$ cat src/rtl/dma_c2h_crdt_tx_if.sv
// Credit-gated C2H stream bundle.
// slave: block view; master: source/sink view.
interface dma_c2h_crdt_tx_if;
  logic [511:0] s_tdata;
  logic         s_tlast;
  logic [63:0]  s_tkeep;
  logic [127:0] s_tusr;
  logic [1:0]   s_tch;
  logic         s_tvalid;
  logic         s_tready;

  logic [511:0] m_tdata;
  logic [63:0]  m_tparity;
  logic         m_tlast;
  logic [63:0]  m_tkeep;
  logic [127:0] m_tusr;
  logic         m_tvalid;
  logic [1:0]   m_tch;

  logic         m_crdt;
  logic [1:0]   m_crdt_ch;

  logic [3:0]   crdt_avail;
  logic         crdt_ovf;

  modport slave (
    input  s_tdata, s_tlast, s_tkeep, s_tusr,
    input  s_tch, s_tvalid,
    output s_tready,
    output m_tdata, m_tparity, m_tlast, m_tkeep,
    output m_tusr, m_tvalid, m_tch,
    input  m_crdt, m_crdt_ch,
    output crdt_avail, crdt_ovf
  );

  modport master (
    output s_tdata, s_tlast, s_tkeep, s_tusr,
    output s_tch, s_tvalid,
    input  s_tready,
    input  m_tdata, m_tparity, m_tlast, m_tkeep,
    input  m_tusr, m_tvalid, m_tch,
    output m_crdt, m_crdt_ch,
    input  crdt_avail, crdt_ovf
  );
endinterface

$ cat src/rtl/dma_c2h_crdt_tx.sv
// Per-channel credit gate for C2H beats, one-cycle registered output.
// Optional byte parity on m_tparity: define DMA_C2H_CRDT_PARITY_EN.
module dma_c2h_crdt_tx #(
  parameter int NUM_CH = 4,
  parameter int CRDT_W = 8
) (
  input logic              clk,
  input logic              rst_n,
  dma_c2h_crdt_tx_if.slave bus
);

  logic [NUM_CH-1:0][CRDT_W-1:0] cnt;
  logic [NUM_CH-1:0][CRDT_W-1:0] cnt_nxt;
  logic                          sat_hit;
  logic                          accept;
  logic                          ovf;

  // Ready only looks at the selected counter; reset forces it low.
  assign bus.s_tready = rst_n && (cnt[bus.s_tch] != '0);
  assign accept       = bus.s_tvalid && bus.s_tready;
  assign bus.crdt_ovf = ovf;

  // Availability is taken from registered counters only.
  always_comb begin
    bus.crdt_avail = '0;
    for (int i = 0; i < NUM_CH; i++) begin
      bus.crdt_avail[i] = |cnt[i];
    end
  end

  // Next counter values: consume/return cancel, return saturates.
  always_comb begin
    cnt_nxt = cnt;
    sat_hit = 1'b0;
    for (int i = 0; i < NUM_CH; i++) begin
      logic dec;
      logic inc;
      dec = accept && (bus.s_tch == 2'(i));
      inc = bus.m_crdt && (bus.m_crdt_ch == 2'(i));
      if (inc && !dec) begin
        if (cnt[i] == '1) begin
          sat_hit = 1'b1;
        end else begin
          cnt_nxt[i] = cnt[i] + 1'b1;
        end
      end else if (dec && !inc) begin
        cnt_nxt[i] = cnt[i] - 1'b1;
      end
    end
  end

  // Counter state and sticky overflow.
  always_ff @(posedge clk) begin
    if (!rst_n) begin
      cnt <= '0;
      ovf <= 1'b0;
    end else begin
      cnt <= cnt_nxt;
      ovf <= ovf | sat_hit;
    end
  end

  // Output valid and the reset-cleared sideband fields.
  always_ff @(posedge clk) begin
    if (!rst_n) begin
      bus.m_tvalid <= 1'b0;
      bus.m_tlast  <= 1'b0;
      bus.m_tch    <= '0;
    end else begin
      bus.m_tvalid <= accept;
      if (accept) begin
        bus.m_tlast <= bus.s_tlast;
        bus.m_tch   <= bus.s_tch;
      end
    end
  end

  // Wide payload fields need no reset; they load on accept only.
  always_ff @(posedge clk) begin
    if (accept) begin
      bus.m_tdata <= bus.s_tdata;
      bus.m_tkeep <= bus.s_tkeep;
      bus.m_tusr  <= bus.s_tusr;
    end
  end

`ifdef DMA_C2H_CRDT_PARITY_EN
  logic [63:0] par_d;
  logic [63:0] par_q;

  // Even parity per byte of the incoming beat.
  always_comb begin
    par_d = '0;
    for (int b = 0; b < 64; b++) begin
      par_d[b] = ^bus.s_tdata[8*b +: 8];
    end
  end

  // Parity registered alongside m_tdata.
  always_ff @(posedge clk) begin
    if (!rst_n) begin
      par_q <= '0;
    end else if (accept) begin
      par_q <= par_d;
    end
  end

  assign bus.m_tparity = par_q;
`else
  assign bus.m_tparity = '0;
`endif

endmodule
$ cat src/flat_wrapper.sv
// flat-port wrapper written by rule: the top's interface ports become plain ports
module dma_c2h_crdt_tx_flat 
#(
  parameter int NUM_CH = 4,
  parameter int CRDT_W = 8
)
  (clk, rst_n, bus_s_tdata, bus_s_tlast, bus_s_tkeep, bus_s_tusr, bus_s_tch, bus_s_tvalid, bus_s_tready, bus_m_tdata, bus_m_tparity, bus_m_tlast, bus_m_tkeep, bus_m_tusr, bus_m_tvalid, bus_m_tch, bus_m_crdt, bus_m_crdt_ch, bus_crdt_avail, bus_crdt_ovf);
  dma_c2h_crdt_tx_if bus_i ();
  input logic clk;
  input logic rst_n;
  input wire logic [$bits(bus_i.s_tdata)-1:0] bus_s_tdata;
  input wire logic [$bits(bus_i.s_tlast)-1:0] bus_s_tlast;
  input wire logic [$bits(bus_i.s_tkeep)-1:0] bus_s_tkeep;
  input wire logic [$bits(bus_i.s_tusr)-1:0] bus_s_tusr;
  input wire logic [$bits(bus_i.s_tch)-1:0] bus_s_tch;
  input wire logic [$bits(bus_i.s_tvalid)-1:0] bus_s_tvalid;
  output wire logic [$bits(bus_i.s_tready)-1:0] bus_s_tready;
  output wire logic [$bits(bus_i.m_tdata)-1:0] bus_m_tdata;
  output wire logic [$bits(bus_i.m_tparity)-1:0] bus_m_tparity;
  output wire logic [$bits(bus_i.m_tlast)-1:0] bus_m_tlast;
  output wire logic [$bits(bus_i.m_tkeep)-1:0] bus_m_tkeep;
  output wire logic [$bits(bus_i.m_tusr)-1:0] bus_m_tusr;
  output wire logic [$bits(bus_i.m_tvalid)-1:0] bus_m_tvalid;
  output wire logic [$bits(bus_i.m_tch)-1:0] bus_m_tch;
  input wire logic [$bits(bus_i.m_crdt)-1:0] bus_m_crdt;
  input wire logic [$bits(bus_i.m_crdt_ch)-1:0] bus_m_crdt_ch;
  output wire logic [$bits(bus_i.crdt_avail)-1:0] bus_crdt_avail;
  output wire logic [$bits(bus_i.crdt_ovf)-1:0] bus_crdt_ovf;
  assign bus_i.s_tdata = bus_s_tdata;
  assign bus_i.s_tlast = bus_s_tlast;
  assign bus_i.s_tkeep = bus_s_tkeep;
  assign bus_i.s_tusr = bus_s_tusr;
  assign bus_i.s_tch = bus_s_tch;
  assign bus_i.s_tvalid = bus_s_tvalid;
  assign bus_s_tready = bus_i.s_tready;
  assign bus_m_tdata = bus_i.m_tdata;
  assign bus_m_tparity = bus_i.m_tparity;
  assign bus_m_tlast = bus_i.m_tlast;
  assign bus_m_tkeep = bus_i.m_tkeep;
  assign bus_m_tusr = bus_i.m_tusr;
  assign bus_m_tvalid = bus_i.m_tvalid;
  assign bus_m_tch = bus_i.m_tch;
  assign bus_i.m_crdt = bus_m_crdt;
  assign bus_i.m_crdt_ch = bus_m_crdt_ch;
  assign bus_crdt_avail = bus_i.crdt_avail;
  assign bus_crdt_ovf = bus_i.crdt_ovf;
  dma_c2h_crdt_tx #(.NUM_CH(NUM_CH), .CRDT_W(CRDT_W)) u_core (.clk(clk), .rst_n(rst_n), .bus(bus_i));
endmodule
$ cat config.mk
export PLATFORM = sky130hd
export DESIGN_NAME = dma_c2h_crdt_tx_flat
export DESIGN_NICKNAME = d
export VERILOG_FILES = /design/src/rtl/dma_c2h_crdt_tx_if.sv /design/src/rtl/dma_c2h_crdt_tx.sv /design/src/flat_wrapper.sv
export SDC_FILE = /design/constraint.sdc
export NUM_CORES = 1
export LEC_CHECK = 0
export CAP_MARGIN = 20
export CORE_AREA = 5 5 571 573
export CTS_CLUSTER_DIAMETER = 200
export CTS_CLUSTER_SIZE = 14
export DETAILED_ROUTE_END_ITERATION = 6
export DIE_AREA = 0 0 576 578
export GPL_TIMING_DRIVEN = 0
export REMOVE_ABC_BUFFERS = 1
export SLEW_MARGIN = 20
export SYNTH_ARGS = -nofsm -noshare
export SYNTH_HDL_FRONTEND = slang
export SYNTH_SLANG_ARGS = --single-unit
$ cat constraint.sdc
create_clock -name clk -period 39.5 [get_ports clk]
set_input_delay 7.9 -clock clk [delete_from_list [all_inputs] [get_ports clk]]
set_output_delay 7.9 -clock clk [all_outputs]
set_load 0.01 [all_outputs]
# Word-level counts from Yosys, hierarchy flattened
# Cells that the tools add are included.
# word_totals
latchBits	0
register_bits	741
mem_bits_rw	0
wordCells	98
output_inout_bits	778
mem_bits_ro	0
mem_count	0
inputBits	713
# classes
n_reduce_logical	41
n_eq_ne	14
muxes	22
n_addsub	8
mul	0
n_bitwise	1
order_cmp	1
n_shift	0
div	0
# ops
op	n
two-way mux 8 bit	13
adder 8 x 1 -> 8 bit, second input constant	4
== test 8 bit, second input constant	4
OR reduction 8 bit	4
subtractor 8 x 1 -> 8 bit, second input constant	4
logical AND 1 bit	18
binary-select mux 8 bit (select 2 bit)	1
== test 2 bit, second input constant	4
zero test 1 bit	8
two-way mux 1 bit	8
inequality test 2 bit, second input constant	4
AND reduction 2 bit	4
nonzero test 2 bit	4
nonzero test 8 bit	1
== test 2 x 1 -> 1 bit, second input constant	2
zero test 2 bit	2
< comparator 2 x 3 -> 1 bit, second input constant	1
OR 1 bit	1

# Logic depth before layout (Yosys ltp)
# depth
word_depth	16
depth_mapped	11
mapped_depth_nobuf	10

# Worst setup path before layout
# Ideal clock, no wire load.
# synth_timing
path_kind	input to register
startpoint	in bus_s_tch[0]
endpoint	reg u_core.bus.m_tdata[0], enable pin
path_slack_ns	-1.471
setup_ns	1.860
t_required_ns	37.640
cell_stages	6
path_buffers	1
t_arrival_ns	39.110
cell_sequence	buf_2 -> inv_1 -> nand3_1 -> a21oi_1 -> a21oi_1 -> nor2b_1
# synth_between
elab_chain_len	5
# synth_lines
element	line	source
start: declaration	flat_wrapper.sv:15	input wire logic [$bits(bus_i.s_tch)-1:0] bus_s_tch;
binary-select mux 8 bit (select 2 bit)	dma_c2h_crdt_tx.sv:19	assign bus.s_tready = rst_n && (cnt[bus.s_tch] != '0);
two-way mux 8 bit (implied by the code)	dma_c2h_crdt_tx.sv:19	
nonzero test 8 bit	dma_c2h_crdt_tx.sv:19	
logical AND 1 bit	dma_c2h_crdt_tx.sv:19	
logical AND 1 bit	dma_c2h_crdt_tx.sv:20	assign accept = bus.s_tvalid && bus.s_tready;
net u_core.accept	dma_c2h_crdt_tx.sv:15	logic accept;
end signal: assignment	dma_c2h_crdt_tx.sv:81	bus.m_tdata <= bus.s_tdata;
end: declaration	dma_c2h_crdt_tx_if.sv:30	output m_tdata, m_tparity, m_tlast, m_tkeep,
# The timed path passes the listed nets, and every way through them passes these cells. The select of a mux whose other input is x is not followed.
# A chain may end at the register's enable or synchronous reset.

# Final worst setup path
# layout_timing
startpoint	in bus_s_tch[0]
endpoint	out bus_s_tready
# layout_between
elab_chain_len	4
# layout_lines
element	line	source
binary-select mux 8 bit (select 2 bit)	dma_c2h_crdt_tx.sv:19	
two-way mux 8 bit (implied by the code)	dma_c2h_crdt_tx.sv:19	
nonzero test 8 bit	dma_c2h_crdt_tx.sv:19	
logical AND 1 bit	dma_c2h_crdt_tx.sv:19	
end: declaration	flat_wrapper.sv:17	output wire logic [$bits(bus_i.s_tready)-1:0] bus_s_tready;
# No other way between the ends. The select of a mux whose other input is x is not followed.

==> impl_metrics.yaml <==
status:
  status: "complete, but fails checks"
  violations: "DRC"
cts:
  clkLatencyLatePin_ns: 0.79
  cts_sinks: 741
  cts_root_buf: "clkbuf_16"
  clockBufferDepth: 3
  cts.repair.resized: 0
  cts-htree-levels: 2
  cts_setup_buffers: 0
  clk_pin_slew_ns: 0.08
  cts_buffers: 61
  hold_buffers: 0
  cts_tree: "built"
sta:
  worstMarginPinSlew_ns: 1.03
  relSlewSlack: 0.308
  max_freq_ghz: 0.0543
  rsz0062_at_grt: "no"
  finalSetupTns_ns: 0
  final_hold_viol_count: 0
  fin_skew_ns: 0.0338
  drv_slew: 0
  finalCriticalPeriod_ns: 18.43
  fin_ws_ns: 21.07
  period_share: 0.467
  setup_viol: 0
  hold_ws_ns: 0.486
pwr:
  max-vdd-ir-drop_uv: 37.4
  p_per_area_mw_per_mm2: 41.2
  total_leakage_power_nw: 14.6
  p_total_mw: 1.92
floorplan:
  die-area_mm2: 0.333
  core.rowCount: 208
  ios: 1491
  die_w_um: 576
  die_height_um: 578
  core_mm2: 0.320
  start_util: 0.0772
logic_synthesis:
  synth_compound_area_frac: 0.0277
  ys_seq_area_frac: 0.886
  synthAdderAreaFrac: 0.0154
  ys_warn_count: 0
  synth_mux_area_frac: 0.0106
  synth_cell_types: 58
  yosys.area_share.simple: 0.0323
  synth-seq-cells: 741
  ys_async_sr_fraction: 0
  ys_dominant_reg_cell: "edfxtp_1"
  synthCells: 1125
  synth-xor-area-share: 0.00532
  synth_top_family_by_area: "simple AND/OR/NAND/NOR gates"
  synth_edf_count: 704
  syn_area_mm2: 0.0247
  syn_area_per_cell_um2: 22.0
route:
  vias: 19200
  drc_errors: 1
  drtIter0Drc: 1305
  wl_um: 256000
  dr.pass1.iters: 7
  ant_nets: 0
  viasPerCell: 2.78
  wl_per_cell_um: 36.9
setup_path:
  cp_cell_sequence: "clkdlybuf4s50_1 > o21ai_0 > a21oi_1 > and2_1 > clkdlybuf4s50_1"
  crit_family: "buffers and inverters"
  critical_path_arrival_ns: 10.53
  critPathMaxFanout: 9
  startpoint_type: "input port"
  slowest_delay_ns: 0.83
  end_kind: "output pin"
  rr_startpoint: "u_core.cnt[24]"
  critPathMostFrequentCell: "clkdlybuf4s50_1"
  crit_buf_inv: 2
  slowest_stage: "clkdlybuf4s50_1"
  startpoint: "bus_s_tch[0]"
  crit_type: "input port to output pin"
  cp.required_ns: 31.60
  rrSetupSlack_ns: 35.52
place:
  dp_slack_ns: 21.02
  numPortBuffers: 1426
  globalplace.congestion: 0.899
  dp_hpwl_um: 232000
hold_path:
  hold_class: "flip-flop to flip-flop"
  min-delay-start: "u_core.bus.m_tlast"
global_routing:
  track_usage: 0.147
  grt_pass1_vias: 18900
  grt_remaining_overflow: 0
  antenna_found_initial: 459
  grt_pass1_wl_um: 296000
  grt_max_degree: 33
run:
  maxCapViolations: 0
layout:
  fill_cells: 35300
  nNetsFinal: 3383
  drive_gt1_frac: 0.0474
  area_delta_synth_final_pct: 88.6
## flip-flops by register name, summed over array words and instances (netlist names)
register	cells
u_core.bus.m_tlast	1
u_core.bus.m_tusr	128
u_core.bus.m_tvalid	1
u_core.bus.m_tkeep	64
u_core.bus.crdt_ovf	1
u_core.cnt	32
u_core.bus.m_tdata	512
u_core.bus.m_tch	2
## worst min-delay path: stages (launching register included)
cell	delay [ns]
dfxtp_1	0.33
nand2_1	0.06
mux2i_1	0.06
## placed cells by master (no fill, tap or decap), drive strengths merged, types with 5 or more instances in the layout
master,instances
clkdlybuf4s50,1426
edfxtp,704
clkbuf,73
diode,65
conb,64
nor2,39
dfxtp,37
buf,35
ha,24
o21ai,24
nand2,20
mux2i,20
a211oi,19
inv,18
a21oi,17
xnor2,15
a21o,11
nor2b,10
nand4,9
nor3b,9
nor4,9
nand2b,8
nand3,6
o22ai,5
## synth_stat cells (15+ instances only)
| library cell | count | share of area |
|---|---|---|
| dfxtp_1 | 37 | 0.030 |
| xnor2_1 | 15 | 0.0053 |
| nand2_1 | 20 | 0.0030 |
| edfxtp_1 | 704 | 0.86 |
| a211oi_1 | 18 | 0.0055 |
| a21oi_1 | 17 | 0.0034 |
| mux2i_1 | 17 | 0.0069 |
| ha_1 | 24 | 0.012 |
| inv_1 | 16 | 0.0024 |
| o21ai_0 | 23 | 0.0047 |
| nor2_1 | 39 | 0.0059 |
| buf_4 | 65 | 0.020 |
## where the power goes
part / internal (mW) / leakage (nW) / switching [mW]
clock network: 0.281 / 0.817 / 0.349
logic: 0.173 / 6.99 / 0.172
registers: 0.924 / 6.81 / 0.0191
## cell families (layout without fill, tap and decap cells)
| group | after synthesis | in the layout |
|---|---|---|
| muxes | 23 | 23 |
| AOI/OAI and AO/OA | 97 | 97 |
| and+or+nand+nor | 134 | 134 |
| DFF | 741 | 741 |
| other | 1 | 129 |
| buffers and inverters | 86 | 1558 |
| adders and majority gates | 28 | 28 |
| xor gates and xnor gates | 15 | 15 |
## path summary, 6_finish.rpt
path,cells after the start,endpoint
min,2,u_core.bus.m_tlast
min reg2reg,2,u_core.bus.m_tlast
max,5,bus_s_tready
max reg2reg,14,u_core.bus.m_tdata[375]
## metal layers
layer	routed length [um]	up-vias	global-route usage	share of wire
met5	2060	-	0	0.0081
met4	11300	322	0.0477	0.044
met3	56400	828	0.152	0.22
met2	108000	1851	0.223	0.42
met1	77700	8831	0.132	0.30
li1	-	7408	-	-
## cell type report
class                      count  area (um^2)  share of cell area
sequential                   741        21900               0.469
clock buffer                  73         1570              0.0337
clock inverter                 8          120             0.00258
multi-input combinational    361         2500              0.0537
inverter                      16         60.1             0.00129
tap                         4200         5260               0.113
antenna                       65          163             0.00349
timing repair buffer        1461        15100               0.323
## per-stage QoR
stage,util,cell area (um^2),cells
finish,0.146,46600,6925
global route,0.145,46500,6870
CTS,0.145,46400,6860
detailed placement,0.140,44800,6779
global placement,0.137,44000,6744
floorplan,-,24400,1118
Power figures use the tool's default switching activity.
